File: config.mk
export PLATFORM = sky130hd
export DESIGN_NAME = prg_bus_bridge
export DESIGN_NICKNAME = d
export VERILOG_FILES = /design/src/rtl/prg_bus_bridge.sv
export SDC_FILE = /design/constraint.sdc
export NUM_CORES = 1
export LEC_CHECK = 0
export ABC_AREA = 1
export CORE_ASPECT_RATIO = 0.7
export CORE_MARGIN = 8
export CORE_UTILIZATION = 30
export CTS_BUF_LIST = sky130_fd_sc_hd__clkbuf_4 sky130_fd_sc_hd__clkbuf_8
export DETAILED_ROUTE_END_ITERATION = 10
export MAX_ROUTING_LAYER = met4
export PLACE_DENSITY_LB_ADDON = 0.25
export RECOVER_POWER = 50
export SKIP_LAST_GASP = 1
export SYNTH_ARGS = -nofsm -noshare
export SYNTH_HDL_FRONTEND = slang
export SYNTH_SLANG_ARGS = --single-unit
File: constraint.sdc
create_clock -name clk -period 1.9 [get_ports clk]
set_input_delay 0.19 -clock clk [delete_from_list [all_inputs] [get_ports clk]]
set_output_delay 0.19 -clock clk [all_outputs]
set_load 0.1 [all_outputs]
File: src/rtl/prg_bus_bridge.sv
// NES cart PRG bus to SDRAM channel-1 bridge: synchronizes the asynchronous CPU
// bus, decodes PRG-ROM/PRG-RAM cycles and issues one word request per cycle.
module prg_bus_bridge #(
  parameter int          ADDR_BITS = 22,
  parameter int unsigned PRG_BASE  = 0,
  parameter int unsigned RAM_BASE  = 'h100000,
  parameter int          SETTLE    = 2
) (
  input  logic                 clk,
  input  logic                 reset,
  input  logic                 m2,
  input  logic                 romsel,
  input  logic                 cpu_rw,
  input  logic [14:0]          cpu_addr,
  input  logic [7:0]           cpu_data_in,
  output logic [7:0]           cpu_data_out,
  output logic                 cpu_data_oe,
  output logic                 mem_req,
  output logic                 mem_we,
  output logic [ADDR_BITS-1:0] mem_addr,
  output logic [15:0]          mem_wdata,
  output logic [1:0]           mem_wmask,
  input  logic                 mem_ack,
  input  logic [15:0]          mem_rdata
);

  localparam int CW = (SETTLE > 0) ? $clog2(SETTLE + 1) : 1;

  typedef enum logic [2:0] {
    IDLE, SETTLE_W, RD_REQ, RD_DRIVE, WR_WAIT, WR_REQ, DRAIN
  } state_t;

  state_t state_q, state_d;

  logic        m2_q1, m2_s, m2_d;
  logic        romsel_q1, romsel_s, romsel_d;
  logic        rw_q1, rw_s;
  logic [14:0] addr_q1, addr_s;
  logic [7:0]  data_q1, data_s;

  always_ff @(posedge clk) begin
    if (reset) begin
      m2_q1     <= 1'b0;
      m2_s      <= 1'b0;
      m2_d      <= 1'b0;
      romsel_q1 <= 1'b0;
      romsel_s  <= 1'b0;
      romsel_d  <= 1'b0;
      rw_q1     <= 1'b0;
      rw_s      <= 1'b0;
      addr_q1   <= '0;
      addr_s    <= '0;
      data_q1   <= '0;
      data_s    <= '0;
    end else begin
      m2_q1     <= m2;
      m2_s      <= m2_q1;
      m2_d      <= m2_s;
      romsel_q1 <= romsel;
      romsel_s  <= romsel_q1;
      romsel_d  <= romsel_s;
      rw_q1     <= cpu_rw;
      rw_s      <= rw_q1;
      addr_q1   <= cpu_addr;
      addr_s    <= addr_q1;
      data_q1   <= cpu_data_in;
      data_s    <= data_q1;
    end
  end

  logic m2_rise, m2_fall, romsel_rise;
  assign m2_rise     = m2_s & ~m2_d;
  assign m2_fall     = ~m2_s & m2_d;
  assign romsel_rise = romsel_s & ~romsel_d;

  logic                 dec_rom, dec_ram;
  logic [ADDR_BITS-1:0] rom_addr, ram_addr, dec_addr;
  assign dec_rom  = ~romsel_s & rw_s;
  assign dec_ram  = romsel_s & (addr_s[14:13] == 2'b11);
  assign rom_addr = ADDR_BITS'(PRG_BASE) + ADDR_BITS'(addr_s[14:1]);
  assign ram_addr = ADDR_BITS'(RAM_BASE) + ADDR_BITS'(addr_s[12:1]);
  assign dec_addr = dec_rom ? rom_addr : ram_addr;

  logic [CW-1:0] cnt_q;
  logic          is_rom_q, pending_q, pending_d;
  logic          cnt_load, load_dec, load_wdata, load_rdata;

  always_ff @(posedge clk) begin
    if (reset) state_q <= IDLE;
    else       state_q <= state_d;
  end

  always_comb begin
    state_d    = state_q;
    pending_d  = pending_q;
    cnt_load   = 1'b0;
    load_dec   = 1'b0;
    load_wdata = 1'b0;
    load_rdata = 1'b0;
    case (state_q)
      IDLE: begin
        if (m2_rise) begin
          state_d  = SETTLE_W;
          cnt_load = 1'b1;
        end
      end
      SETTLE_W: begin
        if (cnt_q != '0) begin
          if (m2_fall) state_d = IDLE;
        end else if (dec_rom || (dec_ram && rw_s)) begin
          load_dec = 1'b1;
          state_d  = m2_fall ? IDLE : RD_REQ;
        end else if (dec_ram) begin
          // A write whose M2 already fell still carries valid data this cycle.
          load_dec = 1'b1;
          if (m2_fall) begin
            load_wdata = 1'b1;
            state_d    = WR_REQ;
          end else begin
            state_d = WR_WAIT;
          end
        end else begin
          state_d = IDLE;
        end
      end
      RD_REQ: begin
        if (mem_ack) begin
          load_rdata = 1'b1;
          state_d    = m2_fall ? IDLE : RD_DRIVE;
        end else if (m2_fall) begin
          state_d = DRAIN;
        end
      end
      RD_DRIVE: begin
        if (m2_fall || (is_rom_q && romsel_rise)) state_d = IDLE;
      end
      WR_WAIT: begin
        if (m2_fall) begin
          load_wdata = 1'b1;
          state_d    = WR_REQ;
        end
      end
      WR_REQ: begin
        if (mem_ack) state_d = IDLE;
      end
      DRAIN: begin
        // The CPU cycle is gone; finish the request and drop its data.
        if (m2_rise) pending_d = 1'b1;
        if (mem_ack) begin
          pending_d = 1'b0;
          if (pending_q || m2_rise) begin
            state_d  = SETTLE_W;
            cnt_load = 1'b1;
          end else begin
            state_d = IDLE;
          end
        end
      end
      default: state_d = IDLE;
    endcase
  end

  always_ff @(posedge clk) begin
    if (reset) begin
      cnt_q        <= '0;
      is_rom_q     <= 1'b0;
      pending_q    <= 1'b0;
      mem_addr     <= '0;
      mem_wdata    <= '0;
      mem_wmask    <= '0;
      cpu_data_out <= '0;
    end else begin
      pending_q <= pending_d;
      if (cnt_load)                                cnt_q <= CW'(SETTLE);
      else if (state_q == SETTLE_W && cnt_q != '0) cnt_q <= cnt_q - CW'(1);
      if (load_dec) begin
        is_rom_q  <= dec_rom;
        mem_addr  <= dec_addr;
        mem_wmask <= addr_s[0] ? 2'b10 : 2'b01;
      end
      if (load_wdata) mem_wdata <= {data_s, data_s};
      if (load_rdata) cpu_data_out <= mem_wmask[1] ? mem_rdata[15:8] : mem_rdata[7:0];
    end
  end

  // Request handshake: mem_req rises with every request field already valid,
  // fields hold while mem_req=1, and mem_req falls the cycle after the mem_ack pulse.
  assign mem_req     = (state_q == RD_REQ) || (state_q == WR_REQ) || (state_q == DRAIN);
  assign mem_we      = (state_q == WR_REQ);
  assign cpu_data_oe = (state_q == RD_DRIVE);

endmodule

# ---- After elaboration in Yosys (flattened, before gate mapping)
# Index checks and enable logic that the tools add are counted.
dict set report word_totals {
  mem_count 0
  ram_bits 0
  mem_bits_ro 0
  latch_bits 0
  reg_bits 109
  inputBits 45
}
dict set report op_classes {
  magnitude_cmp 0
  muxes 38
  reduce_logical 15
  div 0
  eq_ne 14
  n_addsub 2
  n_shift 0
  bitwise 9
  n_mul 0
}
# operator count
set ops {}
lappend ops {{$mux W3} 11}
lappend ops {{$add A21 B12 Y22 const A} 1}
lappend ops {{$mux W22} 1}
lappend ops {{$pmux W3 S7} 1}
lappend ops {{$mux W1} 17}
lappend ops {{$mux W2} 5}
lappend ops {{$eq A3 B3 Y1 const B} 3}
lappend ops {{$mux W8} 1}
lappend ops {{$reduce_and A7 Y1} 1}
lappend ops {{$eq A3 B2 Y1 const B} 2}
lappend ops {{$ne A2 B2 Y1 const B} 3}
lappend ops {{$ne A3 B3 Y1 const B} 2}
lappend ops {{$reduce_bool A2 Y1} 3}
lappend ops {{$and A1 B1 Y1} 5}
lappend ops {{$logic_or A1 B1 Y1} 5}
lappend ops {{$ne A2 B1 Y1 const B} 2}
lappend ops {{$not A1 Y1} 4}
lappend ops {{$pmux W1 S2} 2}
lappend ops {{$eq A3 B1 Y1 const B} 1}
lappend ops {{$logic_and A1 B1 Y1} 3}
lappend ops {{$logic_not A3 Y1} 1}
lappend ops {{$eq A2 B2 Y1 const B} 1}
lappend ops {{$reduce_and A2 Y1} 1}
lappend ops {{$reduce_or A2 Y1} 1}
lappend ops {{$sub A2 B1 Y2 const B} 1}

# ---- Logic depth before layout (Yosys ltp)
dict set report logic_depth {
  depth_word 7
  ltp_mapped 10
  depth_no_buf 10
}

# ---- Worst setup path after synthesis
# No wires, ideal clock.
dict set report synth_path {
  kind {register to output}
  start {register state_q[0]}
  end {output mem_req}
  required_ns 1.710
  slack_ns -0.985
  stages_incl_launch_ff 3
  arrival_time_ns 2.695
  path_cell_list {dfxtp_1 > nand2_1 > o21ai_0}
}
dict set report synth_between {
  elab_chain_len 3
}
# item line
set synth_rtl {}
lappend synth_rtl {{from (decl)} 33} ;# state_t state_q, state_d;
lappend synth_rtl {{from (signal assigned)} 90} ;# else state_q <= state_d;
lappend synth_rtl {{$eq A3 B2 Y1 or $eq A3 B3 Y1 (tied branches)} 188} ;# assign mem_req = (state_q == RD_REQ) || (state_q == WR_REQ) || (state_q == DRAIN);
lappend synth_rtl {{$logic_or A1 B1 Y1} 188}
lappend synth_rtl {{$logic_or A1 B1 Y1 *} 188}
lappend synth_rtl {{to (decl)} 18} ;# output logic mem_req,
# Mark *: on every way between the ends. The rest lies on a longest branch, timed or not.

# ---- Final worst setup path
# Ends and elaborated chain as after synthesis.

==> summary.md <==
| Metric | Value |
|---|---|
| Outcome | finished clean |
| First-pass GRT wire length | 13200 µm |
| Fin. max-slew vios | 0 |
| Vias in the first global route | 2714 |
| Largest net degree at the start of global routing | 72 |
| CP Max Fanout | 6 |
| Drt first-iter violations | 76 |
| Mapped Cells | 432 |
| Maximum vdd ir drop | 472 µV |
| H-tree depth | 3 |
| Relative slew slack | 0.0908 |
| Hold violation count in the final report | 0 |
| WS Path Type | reg -> out |
| Share of layout cells above drive strength 1 | 0.165 |
| Reg area | 1880 µm² |
| Final wirelength | 7770 µm |
| Mapped cell area | 3490 µm² |
| Post-DP HPWL | 5850 µm |
| Fillers | 1194 |
| Worst EP arrival | 1500 ps |
| Antenna diodes | 0 |
| Setup ws final | 209 ps |
| Most frequent cells in the layout | dfxtp_1 (94), nor2_1 (91), inv_1 (68) |
| Cts bufs inserted | 9 |
| Power density cells | 835 nW/µm² |
| CP Cell Sequence | nand2_1 -> o21ai_2 -> buf_12 |
| Min Tclk post-route | 1690 ps |
| CP Launch Type | register |
| RSZ-0062 raised after global routing | no |
| Post-CTS Hold Buffers | 0 |
| Initial core utilization | 0.303 |
| Die ar. | 15400 µm² |
| Synth Warn # | 0 |
| Initial antenna violation count | 0 |
| Multi-input gate area | 1180 µm² |
| Wire per inst | 11.6 µm |
| Worst Setup End Kind | output port |
| Root buffer cell | clkbuf_8 |
| Total of max-cap violations | 0 |
| DRC Markers | 0 |
| Rows | 33 |
| Die X | 145 µm |
| Final setup viols | 0 |
| Hold crit path type | in -> reg |
| Die height | 106 µm |
| Area Overhead vs Synth | 30.0% |
| Via count | 2733 |
| GPL Wtd Cong | 0.864 |
| Pre-CTS WS | 253 ps |
| Antenna viol nets, final | 0 |
| Fin crit share | 0.890 |
| TritonCTS clock tree | done |
| Largest cells by area after synthesis | dfxtp_1 (54%), nor2_1 (9.9%), inv_1 (7.3%) |
| Global route overflow | 0 |
| Clock buffer depth | 2 |
| Syn_area_per_cell | 8.08 µm² |
| Vias per Instance | 4.07 |
| Seq cells post-synth | 94 |
| Static Leak | 2.03 nW |
| Core area | 11500 µm² |
| # port buffers | 88 |
| 1st-pass router iterations | 4 |
| Yosys cell types | 27 |
| Clock latency on the worst-skew pair | 350 ps |
| All-layer global routing usage | 0.108 |
| F_max | 0.591 GHz |
| Cts repair resizes | 0 |
| Clk slew on worst S/H paths | 90 ps |
| Clk_skew | 4.23 ps |
| Worst-margin pin slew | 1360 ps |
| Setup Buffers After CTS | 0 |
| Part of the Yosys area used for sequential elements | 0.539 |
| Commonest non-fill, non-tap cell in the layout | dfxtp_1 |
| Critical Path RT | 1710 ps |
| Clock sinks | 94 |
| Setup TNS | 0 ps |
| IO Pins | 96 |
| Slowest cell on crit path | dfxtp_1 |
| Synth area leader | dfxtp_1 |
| Synth top area share | 0.539 |
| Nets | 556 |
| CP peak stage delay | 500 ps |
per-layer routing:
layer	vias up	share of wire	GRT usage
met1	1195	0.51	0.136
met2	75	0.42	0.159
met4	0	0.013	0.0374
met3	9	0.058	0.0352
met5	-	0	-
li1	1454	-	-
per-stage QoR:
stage / total power (W) / hold WS [ps] / instances / instance area, µm² / util
6_report: 0.00379 / 344 / 672 / 4540 / 0.394
3_5_place_dp: 0.00255 / 392 / 656 / 4380 / 0.380
5_1_grt: 0.00396 / 327 / 672 / 4540 / 0.394
2_1_floorplan: 0.00241 / 286 / 438 / 3530 / -
3_3_place_gp: 0.00254 / 392 / 656 / 4380 / 0.380
4_1_cts: 0.00384 / 325 / 672 / 4570 / 0.397
synthesized netlist by cell type:
cell type / n
o21ai_0: 23
xor2_1: 1
o211a_1: 1
nand3_1: 22
nand2_4: 2
dfxtp_1: 94
inv_1: 68
nand4_1: 2
a211oi_1: 1
nand3b_1: 1
nor3_4: 1
clkbuf_1: 11
buf_2: 2
ha_1: 1
buf_4: 16
nor2_1: 92
nand2_2: 6
a32oi_1: 1
buf_6: 2
nand2_1: 38
mux2i_1: 8
nor2_2: 4
nor2_8: 1
a21oi_1: 28
nand3_4: 1
inv_2: 4
conb_1: 1
worst paths after layout:
path	cells after the start	start	slack, ps	end
worst max register to register	8	cnt_q[0]	350	mem_wmask[1]
worst min register to register	2	data_q1[0]	400	data_s[0]
worst min-delay path	3	cpu_data_in[4]	340	data_q1[4]
worst max-delay path	3	state_q[0]	210	mem_req
worst max-delay path: cells and delay by family, from the launching register on:
family	cells	cell delay, ps
buffers and inverters	1	200
AOI/OAI and AO/OA	1	220
DFF	1	500
and+or+nand+nor	1	240
cell type report:
class | count | area share
clock buffers | 13 | 0.0381
clock inverters | 3 | 0.00552
inverters | 72 | 0.0596
multi-input cells | 241 | 0.261
flip-flops and latches | 94 | 0.415
well taps | 157 | 0.0433
repair buffers | 92 | 0.178
state kept, by name (all words and copies together) (netlist names):
signal	count
rw_q1	1
cnt_q	2
state_q	3
mem_wmask	2
m2_d	1
addr_q1	15
m2_q1	1
addr_s	15
mem_addr	15
rw_s	1
is_rom_q	1
cpu_data_out	8
pending_q	1
romsel_s	1
m2_s	1
data_s	8
romsel_d	1
mem_wdata	8
data_q1	8
romsel_q1	1
power by group:
part           leakage (nW)  switching, W  internal, W
clock                 0.100      0.000676     0.000608
sequential            0.769     0.0000312      0.00204
combinational          1.16      0.000280     0.000155
total                  2.03      0.000987      0.00280
logic make-up (layout without fill, tap and decap cells):
logic type | count (synthesis) | after routing | synth area share
and+or+nand+nor | 170 | 170 | 0.217
buffers and inverters | 103 | 180 | 0.133
DFF | 94 | 94 | 0.539
AOI/OAI and AO/OA | 54 | 54 | 0.0807
muxes | 8 | 8 | 0.0229
adders and majority gates | 1 | 1 | 0.00358
other | 1 | 7 | 0.00107
xor gates and xnor gates | 1 | 1 | 0.00251
No activity file was read; power rests on OpenSTA's default activity.
==> RTL change 1: new RTL, same flow settings <==
Reset style: asynchronous (`reset`), changed in 3 clocked blocks.
--- a/src/rtl/prg_bus_bridge.sv
+++ b/src/rtl/prg_bus_bridge.sv
@@ -38,7 +38,7 @@
   logic [14:0] addr_q1, addr_s;
   logic [7:0]  data_q1, data_s;
 
-  always_ff @(posedge clk) begin
+  always_ff @(posedge clk or posedge reset) begin
     if (reset) begin
       m2_q1     <= 1'b0;
       m2_s      <= 1'b0;
@@ -85,7 +85,7 @@
   logic          is_rom_q, pending_q, pending_d;
   logic          cnt_load, load_dec, load_wdata, load_rdata;
 
-  always_ff @(posedge clk) begin
+  always_ff @(posedge clk or posedge reset) begin
     if (reset) state_q <= IDLE;
     else       state_q <= state_d;
   end
@@ -160,7 +160,7 @@
     endcase
   end
 
-  always_ff @(posedge clk) begin
+  always_ff @(posedge clk or posedge reset) begin
     if (reset) begin
       cnt_q        <= '0;
       is_rom_q     <= 1'b0;
Formal check against the unedited RTL: differs if reset is asserted again (counterexample within 10 cycles, from zero or initial values and one cycle with reset high); with reset held inactive, the same outputs for 10 cycles.
==> RTL change 1 against the original RTL <==
Worst setup slack better by 0.042 ns; routed wire length is 4.6% lower; sequential cell count is the same; design area up 0.83%; utilization rose by 1.7 points; worst hold slack gained 0.0062 ns; critical endpoint unchanged; area after synthesis shrank 1.0%; die area shrank 0.90%.
Power is left out: the tool's default activity adds up to more than one toggle a clock period on the data nets, which glitch-free logic cannot reach.
==> RTL change 1: results <==
metrics = {
    "placement": {
        "io_buffers": 88,
        "place.detailed.hpwl_microns": 5549,
        "gp_congestion": 0.8148,
        "placed_cells": 553,
        "dp_slack_ns": 0.2763,
    },
    "yosys": {
        "synthArstFlopShare": 1.000,
        "synthMuxAreaShare": 0,
        "synthAdderAreaFrac": 0.003623,
        "synth_cell_type_count": 28,
        "yosys-top-cells-count": "nand2_1, dfrtp_1, nor2_1",
        "synth_compound_area_frac": 0.04094,
        "synth-xor-area-share": 0.002536,
        "synth.area.top_cells": "dfrtp_1, nand2_1, buf_4",
    },
    "detailed_routing": {
        "via_per_inst": 4.153,
        "drt_iter0_drc": 157,
        "vias": 2367,
    },
    "worst_setup_path": {
        "timing.rr.end": "mem_wdata[10]",
        "r2r_cells": 9,
        "crit_fanout": 10,
        "slowest_stage": "dfrtp_2",
    },
    "global_route": {
        "grt_pass1_wl_microns": 12250,
        "grtUsageTotal": 0.1054,
        "grt_antenna_before_repair": 1,
    },
    "sta": {
        "skew_ns": 0.01441,
    },
    "hold_path": {
        "hold_start": "m2_q1",
        "hold_end": "m2_s",
        "hold_path_class": "reg2reg",
        "hold_depth": 0,
    },
    "final_layout": {
        "drive_gt1_frac": 0.1971,
        "fillers": 1110,
    },
    "status": {
        "status": "finished clean",
    },
}
[RTL change 1: metrics by stage]
| step | util | hold WS [ns] | area (sq um) |
|---|---|---|---|
| 6_report | 0.4109 | 0.3499 | 4573 |
| 5_1_grt | 0.4109 | 0.3484 | 4573 |
| 4_1_cts | 0.4116 | 0.2295 | 4582 |
| 3_5_place_dp | 0.3934 | 0.3347 | 4379 |
| 3_3_place_gp | 0.3934 | 0.3323 | 4379 |
| 2_1_floorplan | - | 0.2214 | 3485 |
[RTL change 1: kinds of logic (layout without fill, tap and decap cells)]
group           after synthesis  after routing
xor+xnor                      1              1
fa+ha+maj                     1              1
simple gates                162            162
other cells                   1              8
compound gates               22             22
flops                        94             94
buf+inv                      42            129
[RTL change 1: repair_timing]
action	CTS	global route
hold buffers	0	0
gates resized for setup	0	1
endpoints found under the hold margin	0	0
endpoints found under the setup margin	0	1
[RTL change 1: worst max path at each step]
stage	cells after the start	from	slack (ns)	end
finish	3	state_q[2]	0.25	mem_req
global route	3	reset	0.11	state_q[2]
detailed placement	6	mem_ack	0.28	cpu_data_out[0]
floorplan	3	state_q[1]	-0.22	mem_req
CTS	3	state_q[2]	0.08	mem_req
global placement	6	mem_ack	0.31	cpu_data_out[0]
[RTL change 1: worst reg2reg max path, delay by kind of cell (launching register included)]
| family | cells | cell delay [ns] |
|---|---|---|
| buffers and inverters | 2 | 0.16 |
| adders and majority gates | 1 | 0.16 |
| DFF | 1 | 0.40 |
| and+or+nand+nor | 6 | 0.66 |
[RTL change 1: final cells by class]
class | instances | area [sq um] | area share
Antenna cell | 1 | 2.502 | 0.0005472
Clock buffer | 9 | 123.9 | 0.02709
Clock inverter | 7 | 78.83 | 0.01724
Inverter | 21 | 83.83 | 0.01833
Multi-Input combinational cell | 193 | 888.4 | 0.1943
Sequential cell | 94 | 2354 | 0.5146
Tap cell | 153 | 191.4 | 0.04186
Timing Repair Buffer | 92 | 850.8 | 0.1860
[RTL change 1: metal layers]
metal,up-vias,part of all wire,global-route usage
met5,-,0,-
met4,0,0.011,0.03405
met3,6,0.069,0.03785
met2,74,0.46,0.1540
met1,1120,0.46,0.1335
li1,1167,-,-
==> RTL change 2: new RTL, config.mk and constraints unchanged <==
Made on the original files. Change the parameter `ADDR_BITS` from 22 to 26.
--- a/src/rtl/prg_bus_bridge.sv
+++ b/src/rtl/prg_bus_bridge.sv
@@ -1,7 +1,7 @@
 // NES cart PRG bus to SDRAM channel-1 bridge: synchronizes the asynchronous CPU
 // bus, decodes PRG-ROM/PRG-RAM cycles and issues one word request per cycle.
 module prg_bus_bridge #(
-  parameter int          ADDR_BITS = 22,
+  parameter int          ADDR_BITS = 26,
   parameter int unsigned PRG_BASE  = 0,
   parameter int unsigned RAM_BASE  = 'h100000,
   parameter int          SETTLE    = 2
Interface: changed (resized mem_addr); port bits go from 96 to 100. The function was not compared with the original's and may differ.
==> RTL change 2 against the original RTL <==
Total power increased by 3.5%; via count about the same; area after synthesis is 0.86% higher; cell count is 0.60% higher; utilization is 0.12 points higher; count of clock-buffer cells in the layout is 2 lower; worst setup slack gained 0.0090 ns; design area rose by 0.66%; routed wire length shrank 0.37%; sequential cell count stayed put; combinational power is 7.1% higher; worst hold slack worse by 0.0033 ns; critical path depth did not move.
==> RTL change 2: results <==
metrics = {
    "power_and_ir_drop": {
        "clk-power_mw": 1.39,
        "ir_drop_mv": 0.4129,
        "intPower_mw": 2.883,
    },
    "detailed_routing": {
        "drt_iter0_drc": 92,
        "wl_met3_microns": 499,
        "wirelength_met1_microns": 3854,
        "first_pass_iters": 4,
        "wl_per_cell_microns": 11.45,
        "vias": 2735,
        "routed-wl-met2_microns": 3296,
    },
    "global_route": {
        "grt_pass1_wl_microns": 12910,
        "grt_use_met1": 0.1342,
        "grt_use_met2": 0.1516,
        "grtUsageTotal": 0.1043,
        "globalRouteMet3Util": 0.03660,
    },
    "yosys": {
        "synth-seq-area-share": 0.5347,
        "synthMuxAreaShare": 0.02275,
        "synth_compound_area_frac": 0.07999,
        "synth.area.top_cells": "dfxtp_1, nor2_1, inv_1",
        "ys.flop_type": "dfxtp_1",
        "synthAdderAreaFrac": 0.003555,
        "synth-xor-area-share": 0.002488,
    },
    "worst_setup_path": {
        "path_delay_family": "flip-flops",
        "max_stage_delay_ns": 0.50,
    },
    "placement": {
        "place.detailed.hpwl_microns": 5769,
        "gp_congestion": 0.8895,
        "dp_slack_ns": 0.2466,
    },
    "sta": {
        "fmax_mhz": 594.4,
        "timing.hold.ws_ns": 0.3404,
        "maxSlewHeadroom": 0.09295,
        "skew_ns": 0.006907,
    },
    "final_layout": {
        "clkCellAreaFrac": 0.04659,
        "comb.multi_input.count": 245,
        "buffer_area_frac": 0.1768,
        "drive_gt1_frac": 0.1638,
        "nNetsFinal": 560,
        "buffers": 92,
        "multi_input_area_sq_um": 1197,
        "clkbuf_count": 11,
        "seq_share": 0.4122,
        "fillers": 1180,
    },
    "clocking": {
        "clockBufferDepth": 2,
        "worst_skew_pair.late_latency_ns": 0.35,
    },
    "status": {
        "status": "finished clean",
    },
    "hold_path": {
        "hold_depth": 3,
        "hold_end": "addr_q1[7]",
        "hold_start": "cpu_addr[7]",
    },
}
-- RTL change 2: changes by cell type in the layout (fill, tap and decap cells not counted), sizes merged --
cell,before,now
clkinv,0,1
inv,74,75
clkbuf,29,27
clkinvlp,1,0
conb,7,11
bufinv,0,1
-- RTL change 2: per-stage QoR --
step	power, mW	utilization	std cells	cell area (sq um)
global placement	2.576	0.3799	660	4392
finish	3.918	0.3949	676	4566
global route	4.101	0.3949	676	4566
floorplan	2.452	-	446	3573
detailed placement	2.583	0.3799	660	4392
CTS	3.991	0.3983	676	4604
-- RTL change 2: worst max path at each step --
stage                                 end
after floorplan           cpu_data_out[0]
after global placement    cpu_data_out[7]
after detailed placement  cpu_data_out[7]
after CTS                         mem_req
after global routing              mem_req
final                             mem_req
-- RTL change 2: worst register-to-register path: stages, from the launching register on --
cell     delay (ns)
dfxtp_1        0.35
inv_1          0.05
ha_1           0.20
inv_1          0.20
nor2_8         0.09
nand2_4        0.17
inv_2          0.16
o21ai_0        0.18
nor2_1         0.05
